===== src/rtl/delay_credit_buffer.sv =====
// delay_credit_buffer: credit-gated FIFO absorbing the tail of a fixed-latency delay line
// Optional feature macro: DCB_BYPASS_EN (combinational arr_* -> out_* path when empty).
// Ports:
//   clk, reset (async active-low)
//   launch_ready / launch       : credit gate at the head of the delay line
//   arr_valid / arr_data        : delay line tail, no backpressure
//   out_valid / out_data / out_ready : registered-head valid/ready output
//   level, credits              : FIFO occupancy and remaining launch credits
//   err_overrun, err_launch     : sticky protocol error flags
module delay_credit_buffer #(
  parameter int WIDTH = 32,
  parameter int DEPTH = 8,
  parameter int CW = $clog2(DEPTH + 1)
) (
  input  logic             clk,
  input  logic             reset,
  output logic             launch_ready,
  input  logic             launch,
  input  logic             arr_valid,
  input  logic [WIDTH-1:0] arr_data,
  output logic             out_valid,
  output logic [WIDTH-1:0] out_data,
  input  logic             out_ready,
  output logic [CW-1:0]    level,
  output logic [CW-1:0]    credits,
  output logic             err_overrun,
  output logic             err_launch
);
  localparam int AW = (DEPTH > 1) ? $clog2(DEPTH) : 1;
  logic [WIDTH-1:0] mem [DEPTH];
  logic [AW-1:0] wr_ptr, rd_ptr, rd_nxt;
  logic [WIDTH-1:0] head_q, head_nxt;
  logic byp, full, pop, fifo_pop, push, take;
  logic [CW-1:0] level_nxt, credits_nxt;
  assign launch_ready = credits != '0;
  always_comb begin
`ifdef DCB_BYPASS_EN
    byp = (level == '0) & arr_valid;
`else
    byp = 1'b0;
`endif
    full = level == CW'(DEPTH);
    out_valid = byp | (level != '0);
    out_data = byp ? arr_data : head_q;
    pop = out_valid & out_ready;
    fifo_pop = pop & ~byp;
    // a bypassed word that is consumed the same cycle is never stored
    push = arr_valid & (~full | pop) & ~(byp & pop);
    take = launch & (credits != '0);
    rd_nxt = rd_ptr + AW'(fifo_pop);
    // next head comes from the arriving word when it lands straight at the head slot
    head_nxt = (push && wr_ptr == rd_nxt) ? arr_data : mem[rd_nxt];
    level_nxt = level + CW'(push) - CW'(fifo_pop);
    credits_nxt = credits + CW'(pop) - CW'(take);
  end
  always_ff @(posedge clk or negedge reset) begin
    if (!reset) begin
      wr_ptr <= '0;
      rd_ptr <= '0;
      level <= '0;
      credits <= CW'(DEPTH);
      head_q <= '0;
      err_overrun <= 1'b0;
      err_launch <= 1'b0;
    end else begin
      wr_ptr <= wr_ptr + AW'(push);
      rd_ptr <= rd_nxt;
      level <= level_nxt;
      credits <= credits_nxt;
      if (level_nxt != '0) head_q <= head_nxt;
      err_overrun <= err_overrun | (arr_valid & full & ~pop);
      err_launch <= err_launch | (launch & (credits == '0));
    end
  end
  always_ff @(posedge clk)
    if (push) mem[wr_ptr] <= arr_data;
  a_no_credit_overflow: assert property (@(posedge clk) disable iff (!reset) !(pop && credits == CW'(DEPTH)));
  a_credit_range: assert property (@(posedge clk) disable iff (!reset) credits <= CW'(DEPTH) && level <= CW'(DEPTH));
endmodule


===== config.mk =====
export PLATFORM = sky130hd
export DESIGN_NAME = delay_credit_buffer
export DESIGN_NICKNAME = d
export VERILOG_FILES = /design/src/rtl/delay_credit_buffer.sv
export SDC_FILE = /design/constraint.sdc
export NUM_CORES = 1
export LEC_CHECK = 0
export CAP_MARGIN = 30
export CORE_MARGIN = 2
export CORE_UTILIZATION = 37
export CTS_BUF_LIST = sky130_fd_sc_hd__clkbuf_4 sky130_fd_sc_hd__clkbuf_8
export CTS_CLUSTER_SIZE = 25
export DETAILED_ROUTE_END_ITERATION = 8
export PLACE_DENSITY = 0.6
export SETUP_SLACK_MARGIN = 0.1
export SLEW_MARGIN = 20
export SYNTH_ARGS = -nofsm -noshare
export SYNTH_HDL_FRONTEND = slang
export SYNTH_SLANG_ARGS = --single-unit

===== constraint.sdc =====
create_clock -name clk -period 5.5 [get_ports clk]
set_clock_uncertainty 0.2 [all_clocks]
set_input_delay 1.65 -clock clk [delete_from_list [all_inputs] [get_ports clk]]
set_output_delay 1.65 -clock clk [all_outputs]
set_load 0.02 [all_outputs]

Word level (Yosys, flattened, before mapping). Memory sizes are Yosys's and may differ from the RTL's. A register that Yosys moved wholly into a read port is not among the register bits. Cells that the tools add are included.

Divide/modulo/power cells: 0. $lt $le $gt $ge: 0. Add/sub/neg operators: 6. Reduce and logical (&&, ||, !) cells: 5. Shift operators: 0. Mux-type cells: 2. Multipliers: 0. Equality and inequality tests: 1. Bitwise operators: 11.

Operators by type and width (count): $reduce_bool 4->1 (3); $add 4x1->4 (2); $sub 4x1->4 (2); $add 3x1->3 (2); $and 1x1->1 (6); $eq 4x4->1 const B (1); $logic_not 4->1 (1); $or 1x1->1 (3); $mux 1 (2); $not 1->1 (2); $logic_not 1->1 (1).

Memories: 1. Memory bits (read-only): 0. Output and inout port bits: 44. Latch bits: 0. Word-level logic and storage cells: 32. Register bits after elaboration: 16. RAM bits: 256.

Memories: mem (depth 8, bits a word 32, rd ports 1, clocked after memory_dff 1, wr ports 1, line 30) `logic [WIDTH-1:0] mem [DEPTH];`.

Longest topological paths before layout. Gate-level depths: netlist of run 1.

Depth in word-level cells: 7. Gate-level depth with buffers: 15.

Least setup slack after synthesis of run 1. No wires, ideal clock.

Path kind: input to register. Start point: input out_ready. End point: memory mem[4][0] (enable). Stages: 3. Data required time: 4.787 ns. Arrival time: 5.279 ns. Path slack: -0.492 ns. Path buffers: 0. Setup time: 0.513 ns. Cell sequence: nor2b_2 o21ai_4 nor4b_1.

Cells in the longest elaborated chain, start to end: 5.

RTL lines: start: declaration (line 23) `input logic out_ready,`; $and 1x1->1 (line 45) `pop = out_valid & out_ready;`; $or 1x1->1 (line 48) `push = arr_valid & (~full | pop) & ~(byp & pop);`; $and 1x1->1 (line 48); $mux 1 (line 76) `if (push) mem[wr_ptr] <= arr_data;`; $mux 1 (implied by the code) (line 76); end: declaration (line 30).

Every way passes these cells.

Worst setup path after layout of run 1.
Start point: input out_ready. End point: register head_q[30], in the netlist out_data[30], read port of mem.

Cells in the longest elaborated chain, start to end: 6.

RTL lines: $and 1x1->1 (*) (line 45); $or 1x1->1 (line 48); $and 1x1->1 (line 48); $add 4x1->4 (line 53) `level_nxt = level + CW'(push) - CW'(fifo_pop);`; $sub 4x1->4 (*) (line 53); named net level_nxt[1] (line 34) `logic [CW-1:0] level_nxt, credits_nxt;`; $reduce_bool 4->1 (*) (line 70) `if (level_nxt != '0) head_q <= head_nxt;`; end: declaration (line 32) `logic [WIDTH-1:0] head_q, head_nxt;`.

The timed path passes the listed nets; every way through them passes the cells marked *.

==> results of run 1 <==
-- report_power, final --
group	internal [W]	switching (W)	leakage, nW
logic	0.00182	0.00182	1.52
registers	0.00302	0.000222	2.88
clock network	0.00106	0.000858	0.529
total	0.00590	0.00290	4.93
-- cells by family after synthesis --
family,share of synthesized area [%]
AOI/OAI and AO/OA,1.855
xor gates and xnor gates,0.8086
adders and majority gates,1.783
buffers and inverters,2.001
DFF,73.65
muxes,17.66
and+or+nand+nor,2.239
-- through the flow --
step                instances  area (um2)  power, W  TNS, ns  setup slack (ns)
global placement         1120       13570  0.006904        0            0.6307
floorplan                 597       12070  0.005819   -37.37           -0.4923
finish                   1210       14550  0.008801        0             1.055
global route             1210       14550  0.009315        0            0.8127
CTS                      1210       14550  0.008967        0             1.050
detailed placement       1120       13570  0.007012        0            0.4773
-- layout make-up --
type	count	area share, %
multi-input combinational	248	20.78
inverter	17	0.4386
timing repair buffer	109	7.137
clock buffer	73	5.959
clock inverter	17	0.7911
tap	442	3.801
sequential	304	61.10
-- Yosys cell counts --
cell / number / area, um2
a21o_1: 3 / 22.52
ha_1: 14 / 175.2
or3b_4: 1 / 11.26
dfrtp_1: 47 / 1176
inv_2: 1 / 3.750
mux2i_1: 33 / 330.3
nor2_1: 35 / 131.4
dfstp_2: 1 / 26.28
nor3b_1: 2 / 15.01
xor2_1: 5 / 43.79
xnor2_4: 1 / 27.53
or2_2: 1 / 6.260
o21ai_0: 1 / 5.000
a21oi_1: 34 / 170.2
nor4_4: 1 / 21.27
nor4b_1: 3 / 26.28
xnor2_1: 3 / 26.28
mux4_2: 64 / 1441
dlygate4sd1_1: 3 / 26.28
inv_1: 16 / 60.06
fa_1: 2 / 40.04
clkdlybuf4s15_2: 1 / 11.26
mux2_2: 32 / 360.4
clkbuf_1: 11 / 41.29
nor2b_2: 1 / 8.760
buf_6: 4 / 45.04
edfxtp_1: 256 / 7687
nor4_1: 2 / 12.51
a41o_1: 1 / 10.01
buf_2: 8 / 40.04
nand2_1: 4 / 15.01
o21ai_4: 1 / 16.27
clkbuf_8: 1 / 13.76
nor3_1: 2 / 10.01
and2_1: 2 / 12.51
-- flip-flops by register name, summed over array words and instances, names as in the netlist --
signal,cells
level,4
out_data,32
mem,256
err_overrun,1
credits,4
wr_ptr,3
rd_ptr,3
err_launch,1
-- worst max-delay path: cells and delay by family --
kind | cells | cell delay [ns]
compound gates | 2 | 0.14
mux | 1 | 0.12
fa+ha+maj | 2 | 0.70
buf+inv | 4 | 0.91
simple gates | 4 | 1.11
-- layer usage --
layer / track usage [%] / vias up / wire, um
met4: 4.921 / 2 / 640
met5: 0 / - / 11
met3: 2.905 / 58 / 1478
met2: 25.68 / 175 / 12590
met1: 20.46 / 3133 / 10870
li1: - / 2648 / -
-- path summary, 6_finish.rpt --
path / endpoint / start / cells past startpoint / slack, ns
worst min register to register: err_launch / err_launch / 1 / 0.26
worst max-delay path: out_data[30] / out_ready / 13 / 1.05
min in group asynchronous: credits[2] / reset / 2 / 1.05
max in group asynchronous: out_data[24] / reset / 2 / 3.53
worst max register to register: out_data[30] / level[2] / 15 / 1.90
worst min-delay path: err_launch / err_launch / 1 / 0.26
==> results.yml, run 1 <==
critical_path:
  crit_path_top_delay_cell: "fa_1"
  cp_common_cell: "inv_1"
  path_cells: "clkdlybuf4s50_1 > nand2_1 > or2_2 > o21ai_0 > ha_1 > inv_1 > fa_1 > inv_1 > nor4b_1 > mux2i_4 > buf_4 > nor2_1 > a21oi_1"
  crit_type: "in2reg"
  cp-end-kind: "flop"
  setup.worst_path.start_class: "primary input"
  max_stage_delay_ns: 0.51
  worstPathArrival_ns: 4.66
  critPathMaxFanout: 34
  cp_data_required_time_ns: 5.71
cells_and_area:
  diodes: 0
  area_growth_pct: 20.55
  regArea_um2: 8890
  fill_cells: 2756
  final_common_cell: "edfxtp_1"
  drive_above_1_share_pct: 29.56
  multi_input_area_um2: 3023
  layout_common_cells: "edfxtp_1, clkdlybuf4s50_1, mux4_2"
  nNetsFinal: 782
  fin_util_pct: 45.06
placed_design:
  gp_congestion: 0.6969
  place_hpwl_um: 14980
  portBuffers: 80
timing:
  fmax_mhz: 225.0
  min_period_ns: 4.445
  worst_pin_slew_ns: 0.7821
  whs_ns: 0.2581
  rsz0062_at_grt: "false"
  finalHoldViolCount: 0
  relSlewSlack_pct: 47.86
  report.final.setup_viol: 0
  post-route-period-util_pct: 80.82
  drv_slew: 0
clocking:
  clock-sinks: 304
  ctsHoldBuffers: 0
  h-tree-depth: 2
  ctsResizeCount: 0
  cts_setup_buffers: 0
  clockRootBuffer: "clkbuf_8"
  cts_tree: "built"
  clk_latency_ns: 0.57
  numCtsBuffers: 49
  cts.path.max_buffers: 3
  clkTransAtPathRegs_ns: 0.06
pwr:
  p_leak_nw: 4.927
  peakVddDrop_uv: 249.8
  power_density_nw_per_um2: 604.9
global_route:
  grt_pass1_wl_um: 38940
  grt_pass1_vias: 6504
  antenna_found_initial: 1
  grt_usage_pct: 15.39
  grt-ovfl-total: 0
  grt_start_max_net_pins: 49
routing:
  routed_wl_um: 25590
  detail_route.wl_per_cell_um: 21.15
  antenna_left: 0
  num_vias: 6016
  post-route-drc-count: 0
  drt_iter0_markers: 414
  first_pass_iters: 5
  vias_per_cell: 4.972
die:
  die_h_um: 184.6
  initial_core_util_pct: 37.38
  dieArea_um2: 34080
  die-width_um: 184.6
  rows: 66
  ios: 81
  core-area_um2: 32290
logic_synthesis:
  ys_ff_latch: 304
  syn_area_um2: 12070
  yosysSeqAreaShare_pct: 73.65
  synth.avg_cell_area_um2: 20.22
  ys_types: 35
  synthCells: 597
  yosys_warnings: 0
  syn_nets: 650
worst_hold_path:
  hold_class: "reg2reg"
status:
  status: "completed"
run:
  max_cap_violations: 0
(Power assumes the default switching activity.)
==> inputs of run 2 (changes only) <==
Settings changed: PLACE_DENSITY 0.6 to 0.62.
Clock period 5.5 ns to 3.8 ns, I/O delays scaled along.
==> run 2 against run 1 <==
Setup slack worse by 0.82 ns. Combinational power up 60%. Register-to-register slack got worse by 1.4 ns. Via count increased by 0.68%. Final area grew 3.3%. Hold slack better by 0.0034 ns. Sequential share of layout area fell by 1.9 points. Sequential cell count stayed put. Wire length down 1.3%. Global-route usage shrank 0.59 points.
==> results.yml, run 2 (synthesized netlist as in run 1, its figures left out) <==
critical_path:
  max_stage_delay_ns: 0.48
  crit_type: "in2reg"
  cp-end-kind: "flop"
  cp_data_required_time_ns: 4.05
  worstPathArrival_ns: 3.81
  critPathMaxFanout: 19
  worst-r2r-setup-slack_ns: 0.49
  crit_path_top_delay_cell: "clkdlybuf4s50_1"
  startpoint: "out_ready"
  reg2regPathDepth: 18
  regToRegEndpoint: "out_data[18]"
  setup.worst_path.start_class: "primary input"
  rr_startpoint: "level[2]"
  path_cells: "clkdlybuf4s50_1 > nor2b_2 > o21ai_4 > o21ai_2 > ha_2 > inv_1 > fa_1 > xnor2_2 > nor4b_2 > buf_4 > mux2i_4 > buf_12 > clkbuf_16 > nor2_1 > a21oi_1"
global_route:
  grt_usage_pct: 14.80
  met3_usage_pct: 3.320
  use_met2_pct: 25.58
  grt_pass1_vias: 6481
  grt-ovfl-total: 0
  met1_usage_pct: 18.87
  busiest_layer: "met2"
  grt_pass1_wl_um: 37650
  antenna_found_initial: 0
  grt_start_max_net_pins: 39
clocking:
  ctsHoldBuffers: 0
  cts.path.max_buffers: 3
  cts_tree: "built"
  clock-sinks: 304
  numCtsBuffers: 50
  h-tree-depth: 2
  clkTransAtPathRegs_ns: 0.06
  clockRootBuffer: "clkbuf_8"
  clk_latency_ns: 0.58
timing:
  min_period_ns: 3.564
  finalHoldViolCount: 0
  report.final.setup_viol: 0
  drv_slew: 0
  rsz0062_at_grt: "false"
  setup_tns_ns: 0
  post-route-period-util_pct: 93.78
  fmax_mhz: 280.6
  worst_pin_slew_ns: 0.5703
  whs_ns: 0.2615
  relSlewSlack_pct: 61.98
die:
  die-width_um: 184.6
  die_h_um: 184.6
  initial_core_util_pct: 37.38
  dieArea_um2: 34080
  rows: 66
  ios: 81
  core-area_um2: 32290
cells_and_area:
  area_growth_pct: 24.52
  finalInstanceArea_um2: 15030
  final_common_cell: "edfxtp_1"
  layout_common_cells: "edfxtp_1, clkdlybuf4s50_1, mux4_2"
  largest-register: "mem"
  nNetsFinal: 804
  drive_above_1_share_pct: 32.20
  largest_register_ffs: 256
routing:
  vias_per_cell: 4.904
  first_pass_iters: 4
  num_vias: 6057
  drt_iter0_markers: 387
  post-route-drc-count: 0
  detail_route.wl_per_cell_um: 20.46
  routed_wl_um: 25270
  antenna_left: 0
pwr:
  peakVddDrop_uv: 443.6
  power_density_nw_per_um2: 885.5
  p_leak_nw: 5.152
worst_hold_path:
  hold_class: "reg2reg"
  whs_endpoint: "err_overrun"
  hold_start: "err_overrun"
  worstHoldPathCells: 1
placed_design:
  portBuffers: 80
  gp_congestion: 0.7326
  detailed_place.area_um2: 13940
  place_hpwl_um: 14990
run:
  max_cap_violations: 0
status:
  status: "completed"
## run 2: cell count changes in the layout (fill, tap and decap cells not counted), sizes merged
| cell | delta |
|---|---|
| buf | +20 |
| bufinv | -1 |
| clkinv | +4 |
| diode | +1 |
| inv | +1 |
## run 2: how the worst max path moves through the flow
stage	endpoint	cells after the start
2_1_floorplan	mem[4][0]	3
3_3_place_gp	out_data[17]	14
4_1_cts	out_data[27]	14
6_report	out_data[18]	15
3_5_place_dp	out_data[0]	14
5_1_grt	out_data[14]	15
## run 2: per-stage QoR
step | util, % | power [W] | instances | setup WS [ns]
after floorplan | - | 0.008428 | 597 | -0.09556
after global placement | 43.19 | 0.01039 | 1138 | -0.2835
after detailed placement | 43.19 | 0.01056 | 1138 | -0.4359
after CTS | 46.28 | 0.01339 | 1231 | 0.1593
after global routing | 46.54 | 0.01407 | 1234 | 0.08466
final | 46.55 | 0.01331 | 1235 | 0.2364
## run 2: power by group
part           leakage [nW]  internal (W)  total, W  switching [W]
Clock                 0.538       0.00151   0.00277        0.00126
Sequential             2.88       0.00437   0.00472       0.000345
Combinational          1.74       0.00307   0.00582        0.00275
Total                  5.15       0.00896    0.0133        0.00435
## run 2: timing repair
action,CTS,global route
gates resized for setup,0,8
setup endpoints to repair,0,32
endpoints found under the hold margin,0,0
setup buffers,0,2
## run 2: worst max-delay path, delay by kind of cell
family | cells | cell delay (ns)
fa+ha+maj | 2 | 0.62
buf+inv | 5 | 1.01
compound gates | 3 | 0.26
simple gates | 3 | 0.53
mux | 1 | 0.07
xor+xnor | 1 | 0.18
## run 2: routing by layer
| layer | vias to the layer above | wire length, um | share of wire [%] |
|---|---|---|---|
| met2 | 157 | 12960 | 51 |
| li1 | 2703 | - | - |
| met3 | 37 | 1291 | 5.1 |
| met5 | - | 0 | 0 |
| met1 | 3160 | 10620 | 42 |
| met4 | 0 | 386 | 1.5 |
## run 2: layout make-up
type / instances / area (um2)
Fill cell: 2737 / 17260
Sequential cell: 304 / 8890
Multi-Input combinational cell: 248 / 3095
Timing Repair Buffer: 130 / 1426
Clock buffer: 72 / 884.6
Tap cell: 442 / 553.0
Clock inverter: 21 / 113.9
Inverter: 17 / 63.81
Antenna cell: 1 / 2.502
